**config.mk**
```make
export PLATFORM = sky130hd
export DESIGN_NAME = hdmi_fb_arbiter
export DESIGN_NICKNAME = d
export VERILOG_FILES = /design/src/rtl/hdmi_fb_arbiter.sv
export SDC_FILE = /design/constraint.sdc
export NUM_CORES = 1
export LEC_CHECK = 0
export BUFFER_PORTS_ARGS = -buffer_cell sky130_fd_sc_hd__buf_4
export CORE_UTILIZATION = 55
export DETAILED_ROUTE_END_ITERATION = 6
export GPL_TIMING_DRIVEN = 0
export PLACE_DENSITY_LB_ADDON = 0.1
export SLEW_MARGIN = 20
export SYNTH_ARGS = -nofsm -noshare
export SYNTH_HDL_FRONTEND = slang
export SYNTH_SLANG_ARGS = --single-unit
```
**constraint.sdc**
```tcl
create_clock -name clock_pixel -period 3.31 [get_ports clock_pixel]
set_input_delay 0.1655 -clock clock_pixel [delete_from_list [all_inputs] [get_ports clock_pixel]]
set_output_delay 0.1655 -clock clock_pixel [all_outputs]
set_load 0.01 [all_outputs]
```
**src/rtl/hdmi_fb_arbiter.sv**
```systemverilog
// Frame-buffer arbiter: shares one single-port memory between video read bursts
// and single-word host writes, alternating grants when both are pending.
module hdmi_fb_arbiter #(
    parameter int unsigned DATA_W      = 24,
    parameter int unsigned ADDR_W      = 19,
    parameter int unsigned FRAME_WORDS = 409920,
    parameter int unsigned BURST_LEN   = 16
) (
    input  logic              clock_pixel,
    input  logic              reset,
    input  logic              vid_req,
    input  logic              vid_frame_start,
    output logic              vid_ack,
    output logic [DATA_W-1:0] vid_rdata,
    output logic              vid_rvalid,
    input  logic              wr_req,
    input  logic [ADDR_W-1:0] wr_addr,
    input  logic [DATA_W-1:0] wr_data,
    output logic              wr_ack,
    output logic              mem_en,
    output logic              mem_we,
    output logic [ADDR_W-1:0] mem_addr,
    output logic [DATA_W-1:0] mem_wdata,
    input  logic [DATA_W-1:0] mem_rdata,
    output logic              busy
);

    localparam int unsigned       CntW     = (BURST_LEN > 1) ? $clog2(BURST_LEN) : 1;
    localparam logic [ADDR_W-1:0] LastAddr = ADDR_W'(FRAME_WORDS - 1);
    localparam logic [CntW-1:0]   LastBeat = CntW'(BURST_LEN - 1);

    typedef enum logic [1:0] {
        StIdle,
        StVid,
        StWr
    } state_e;

    state_e            state_q;
    logic [ADDR_W-1:0] vid_addr_q;
    logic [CntW-1:0]   beat_q;
    logic              last_grant_vid_q;
    logic              fs_pend_q;

    logic              grant_vid;
    logic              grant_wr;
    logic [ADDR_W-1:0] burst_base;
    logic [ADDR_W-1:0] burst_next;

    function automatic logic [ADDR_W-1:0] addr_inc(input logic [ADDR_W-1:0] a);
        return (a == LastAddr) ? '0 : a + 1'b1;
    endfunction

    // Round-robin between the two requesters, only decided from IDLE.
    always_comb begin
        grant_vid = 1'b0;
        grant_wr  = 1'b0;
        if (state_q == StIdle) begin
            if (vid_req && wr_req) begin
                grant_wr  = last_grant_vid_q;
                grant_vid = !last_grant_vid_q;
            end else begin
                grant_vid = vid_req;
                grant_wr  = wr_req;
            end
        end
    end

    // A frame start coincident with a video grant restarts that burst at 0.
    assign burst_base = vid_frame_start ? '0 : vid_addr_q;
    assign burst_next = addr_inc(burst_base);

    always_ff @(posedge clock_pixel or posedge reset) begin
        if (reset) begin
            state_q          <= StIdle;
            vid_addr_q       <= '0;
            beat_q           <= '0;
            last_grant_vid_q <= 1'b0;
            fs_pend_q        <= 1'b0;
            mem_en           <= 1'b0;
            mem_we           <= 1'b0;
            mem_addr         <= '0;
            mem_wdata        <= '0;
            vid_ack          <= 1'b0;
            wr_ack           <= 1'b0;
            vid_rvalid       <= 1'b0;
        end else begin
            vid_ack    <= 1'b0;
            wr_ack     <= 1'b0;
            vid_rvalid <= mem_en & ~mem_we;
            case (state_q)
                StIdle: begin
                    mem_en <= 1'b0;
                    mem_we <= 1'b0;
                    if (grant_vid) begin
                        state_q          <= StVid;
                        vid_ack          <= 1'b1;
                        last_grant_vid_q <= 1'b1;
                        mem_en           <= 1'b1;
                        mem_addr         <= burst_base;
                        vid_addr_q       <= burst_next;
                        beat_q           <= '0;
                    end else if (grant_wr) begin
                        state_q          <= StWr;
                        wr_ack           <= 1'b1;
                        last_grant_vid_q <= 1'b0;
                        mem_en           <= 1'b1;
                        mem_we           <= 1'b1;
                        mem_addr         <= wr_addr;
                        mem_wdata        <= wr_data;
                        if (vid_frame_start) begin
                            vid_addr_q <= '0;
                        end
                    end else if (vid_frame_start) begin
                        vid_addr_q <= '0;
                    end
                end
                StVid: begin
                    if (beat_q == LastBeat) begin
                        state_q   <= StIdle;
                        mem_en    <= 1'b0;
                        fs_pend_q <= 1'b0;
                        if (fs_pend_q || vid_frame_start) begin
                            vid_addr_q <= '0;
                        end
                    end else begin
                        beat_q     <= beat_q + 1'b1;
                        mem_addr   <= vid_addr_q;
                        vid_addr_q <= addr_inc(vid_addr_q);
                        // Defer the restart so the running burst stays contiguous.
                        if (vid_frame_start) begin
                            fs_pend_q <= 1'b1;
                        end
                    end
                end
                StWr: begin
                    state_q <= StIdle;
                    mem_en  <= 1'b0;
                    mem_we  <= 1'b0;
                    if (vid_frame_start) begin
                        vid_addr_q <= '0;
                    end
                end
                default: begin
                    state_q <= StIdle;
                    mem_en  <= 1'b0;
                    mem_we  <= 1'b0;
                end
            endcase
        end
    end

    assign vid_rdata = mem_rdata;
    assign busy      = (state_q != StIdle);

endmodule

```
## Word-level counts from Yosys, hierarchy flattened

Index checks and enable logic that the tools add are counted.
W data, S select, Z words.

- Memory bits (writable): 0
- Register bits: 75
- Bits in read-only memories: 0
- Memories: 0
- Latch bits: 0

- Magnitude comparators: 0
- Multipliers: 0
- Shift operators: 0
- Div/mod/pow operators: 0
- $add $sub $neg: 3
- Equal/unequal tests: 10
- Bitwise logic cells: 3
- Multiplexer cells: 35
- Reductions and logical operators: 16

Operator list:

| cell | number |
|---|---|
| $mux W19 | 9 |
| $pmux W19 S3 | 1 |
| $add A19 B1 Y19 const B | 2 |
| $eq A19 B19 Y1 const B | 2 |
| $pmux W19 S2 | 1 |
| $mux W1 | 15 |
| $reduce_and A3 Y1 | 3 |
| $mux W4 | 2 |
| $pmux W4 S2 | 1 |
| $reduce_and A2 Y1 | 4 |
| $reduce_bool A2 Y1 | 4 |
| $mux W2 | 3 |
| $ne A2 B2 Y1 const B | 3 |
| $ne A3 B3 Y1 const B | 2 |
| $add A4 B1 Y4 const B | 1 |
| $eq A4 B4 Y1 const B | 1 |
| $pmux W1 S2 | 2 |
| $pmux W2 S2 | 1 |
| $reduce_bool A3 Y1 | 1 |
| $eq A2 B1 Y1 const B | 1 |
| $eq A2 B2 Y1 const B | 1 |
| $logic_not A2 Y1 | 1 |
| $not A1 Y1 | 2 |
| $and A1 B1 Y1 | 1 |
| other kinds (3) | 3 |

## Logic depth before layout (Yosys ltp)

- Word-level depth: 6
- Mapped depth: 10

## Worst setup path before layout

Ideal clock, no wire load.

- Path kind: reg-to-reg
- From: reg vid_addr_q[1]
- To: reg vid_addr_q[18]
- Path buffers: 0
- Data required time: 3.184 ns
- Stages on the path, launching flop included: 9
- Slack: 1.245 ns
- Library setup time: 0.126 ns
- Data arrival time: 1.939 ns
- Period minus slack after synthesis: 2.065 ns
- Path through: dfrtp_1 > nor2b_1 > ha_1 > and3b_1 > nand4_1 > nor4_2 > nor2b_1 > o21ai_1 > a221o_1

- Cells in the longest elaborated chain, start to end: 5

RTL lines:

| item | line | source |
|---|---|---|
| from (decl) | 39 | `logic [ADDR_W-1:0] vid_addr_q;` |
| from (signal assigned) | 100 | `vid_addr_q <= burst_next;` |
| from (signal assigned) | 128 | `vid_addr_q <= addr_inc(vid_addr_q);` |
| $mux W19 | - |  |
| $add A19 B1 Y19 or $eq A19 B19 Y1 (tied branches) | 50 | `return (a == LastAddr) ? '0 : a + 1'b1;` |
| $mux W19 | 50 |  |
| $mux W19 | 94 | `if (grant_vid) begin` |
| $pmux W19 S3 (*) | 90 | `case (state_q)` |

Mark *: on every way between the ends. The rest lies on a longest branch, timed or not.
A chain may end at the register's enable or synchronous reset.

## Worst setup path after layout

- From: reg state_q[1]
- To: reg vid_addr_q[11]

- Cells in the longest elaborated chain, start to end: 4

RTL lines:

| item | line | source |
|---|---|---|
| from (decl) | 38 | `state_e state_q;` |
| from (signal assigned) | 74 | `state_q <= StIdle;` |
| from (signal assigned) | 95 | `state_q <= StVid;` |
| from (signal assigned) | 103 | `state_q <= StWr;` |
| $logic_not A2 Y1 | 57, 90 |  |
| $mux W1 | 57 | `if (state_q == StIdle) begin` |
| $mux W19 | 94 |  |
| $pmux W19 S3 | 90 |  |

Parallel ways exist; a longest one is shown, timed or not.

==> metrics.cfg <==
[global_route]
grt_pass1_wl_mm=20.2
grt_pass1_vias=4067
antenna_found_initial=0
track_usage=0.307
grt_max_degree=49
grt.overflow.total=0

[sta]
fin_crit_sh=0.816
rsz0062_at_grt=false
hold_viol_final=0
tightest_slew_ps=832
fmax_mhz=370
fin_tns_setup_ps=0
skew_ps=13.4
post-route-min-period_ps=2700
setup_viol=0
maxSlewViolCount=0
max_slew_margin=0.445

[die]
dieWidth_um=91
start_util=0.567
die_h_um=91
dieArea_sq_um=8280
ios=145
core_area_sq_um=7690
rows=32

[layout]
multi_input_area_sq_um=2090
syn_to_final_growth_pct=29.1
fin_nets=674
num_antenna_cells=0
ff_latch_area_sq_um=1880
stdcell_area_sq_um=5620
fillers=591
final_core_util=0.732
finalNonFillerCells=703
layout-drive-gt1-share=0.364

[worst_setup_path]
crit_required_ps=3530
crit_chain=inv_1 > ha_1 > clkbuf_1 > nor3_1 > a21oi_2 > nand2_1 > o31ai_1 > o31ai_1
cp-startpoint=state_q[1]
cp_common_cell=o31ai_1
worstPathMaxFanout=10
crit_path_end_kind=register
timing.rr.start=state_q[1]
slowest_stage=a21oi_2
crit_buf_inv=2
cpPeakStageDelay_ps=480
cp_top_family=compound AO/OA/AOI/OAI gates
cp-start-kind=register
crit_arrival_ps=2920
worstSetupPathType=register to register

[routing]
vias=4065
routed_via_density=5.78
routedWlPerCell_um=17.5
drt_wl_total_mm=12.3
drt-initial-drc-count=299
ant_nets=0
first_pass_iters=5
drc_errors=0

[placed_design]
dp_cells=686
hpwl_mm=9.22
place_area_sq_um=5410
place_congestion=0.917
io_buffers=119

[power_and_ir_drop]
p_int_uw=2630
p_seq_frac=0.317
p_per_area_nw_per_um2=811
power_frac_comb=0.520
p_total_uw=4560
irDropWorstVdd_mv=0.625
leakagePower_uw=0.00257
clockPowerShare=0.162
p_sw_frac=0.422
switchingPower_uw=1930

[flow_run]
cap_violations=0

[logic_synthesis]
yosys_warnings=0
syn_nets=542
synthTopCellsByArea=dfrtp_1, mux2_2, buf_4
synth_top_cell_area_share=0.431
synth_area_per_cell_sq_um=9.39
ys.flop_type=dfrtp_1
synth_seq_cells=75
syn_inst=464
synth_async_sr_flop_share=1.00
netlist_area_sq_um=4360
synth_edf_count=0
synth.distinct_cells=61
synth_area_leader_cell=dfrtp_1
ys_seq_area_frac=0.431

[run_status]
status=completed

[clock_network]
cts_setup_buffers=0
cts-root-buf=clkbuf_8
cts_tree=yes
cts.htree.levels=3
clock_path_buffers=2
clock-sinks=75
clk_pin_slew_ps=90
numCtsBuffers=9
clk_latency_ps=350

[min_path]
worstHoldStart=wr_data[7]
min_path_type=input port to register

[registers in the layout, summed over array words and instances (netlist names)]
register	flops
beat_q	4
fs_pend_q	1
state_q	2
last_grant_vid_q	1
vid_ack	1
mem_wdata	24
mem_addr	19
wr_ack	1
vid_addr_q	19
mem_we	1
mem_en	1
vid_rvalid	1
[layer usage]
| metal | vias to the layer above | wire length (um) | global-route usage |
|---|---|---|---|
| li1 | 1934 | - | - |
| met1 | 1903 | 5180 | 0.416 |
| met2 | 213 | 6040 | 0.511 |
| met3 | 15 | 968 | 0.0461 |
| met4 | 0 | 131 | 0.0952 |
| met5 | - | 0 | 0 |
[worst reg2reg max path, delay by kind of cell (launching register included)]
| family | cells | cell delay, ps |
|---|---|---|
| compound gates | 3 | 950 |
| buf+inv | 2 | 470 |
| flops | 1 | 410 |
| fa+ha+maj | 1 | 180 |
| simple gates | 2 | 580 |
[final timing paths]
kind / endpoint / slack, ps / cells after the start
max in group asynchronous: state_q[1] / 2390 / 4
hold reg to reg: vid_rvalid / 450 / 1
setup reg to reg: vid_addr_q[11] / 610 / 8
hold / removal: mem_wdata[7] / 40 / 2
setup / recovery: vid_addr_q[11] / 610 / 8
min in group asynchronous: mem_wdata[10] / 360 / 3
[cell usage after synthesis, types with 3 or more instances]
library cell	instances
nand3_1	12
o21ai_1	21
buf_4	30
and2_1	7
a21oi_1	28
nor3_1	10
o31ai_1	8
nand2_1	55
nor2b_1	5
inv_1	7
nand4_1	9
a22oi_1	19
clkbuf_1	12
buf_6	3
xor2_1	3
nor4_1	3
o21ai_0	18
a31oi_1	7
ha_1	6
and4_1	3
dfrtp_1	75
a21o_1	3
mux2_2	26
and3_1	5
buf_2	11
nor2_1	28
o211ai_1	5
[power by group through the flow]
stage	sequential [uW]	clock (uW)	combinational, uW
finish	1450	741	2370
global route	1490	787	2580
CTS	1450	751	2370
detailed placement	1470	0	2360
global placement	1440	0	2310
floorplan	1570	0	1300
[placed cells by master (no fill, tap or decap), types with 3 or more instances in the layout]
cell type,count
nor3_1,10
buf_4,149
nor4_1,3
nand4_1,9
o21ai_1,21
and3_1,5
o211ai_1,5
xor2_1,3
a22oi_1,19
clkbuf_1,12
nand2_1,55
nor2_1,28
mux2_2,26
a31oi_1,7
inv_6,3
nor2b_1,5
o31ai_1,8
dfrtp_1,75
nand3_1,12
a21oi_1,28
o21ai_0,18
a21o_1,3
and2_1,7
ha_1,6
buf_2,11
and4_1,3
buf_6,3
clkbuf_8,9
inv_1,6
[logic make-up after synthesis]
group	count (synthesis)	synth area share
compound gates	134	0.200
simple gates	152	0.182
buf+inv	65	0.0902
xor+xnor	5	0.0101
fa+ha+maj	6	0.0172
flops	75	0.431
mux	27	0.0695
[repair_timing]
item / in CTS / in global routing
resized for setup: 0 / 0
endpoints found under the hold margin: 27 / 0
hold buffers: 1 / 0
[layout make-up]
type                    count  share of cell area
plain buffers              57              0.0645
clock buffers               9              0.0220
clock inverters             7              0.0147
inverters                   8             0.00578
multi-input cells         324               0.371
flip-flops and latches     75               0.334
well taps                 102              0.0227
repair buffers            121               0.166
[metrics by stage]
| stage | worst slack (ps) | hold slack [ps] |
|---|---|---|
| 2_1_floorplan | 1230 | 317 |
| 4_1_cts | 684 | 31.7 |
| 3_3_place_gp | 376 | 401 |
| 5_1_grt | 484 | 32.8 |
| 3_5_place_dp | 699 | 193 |
| 6_report | 609 | 36.2 |
(Power assumes the default switching activity.)
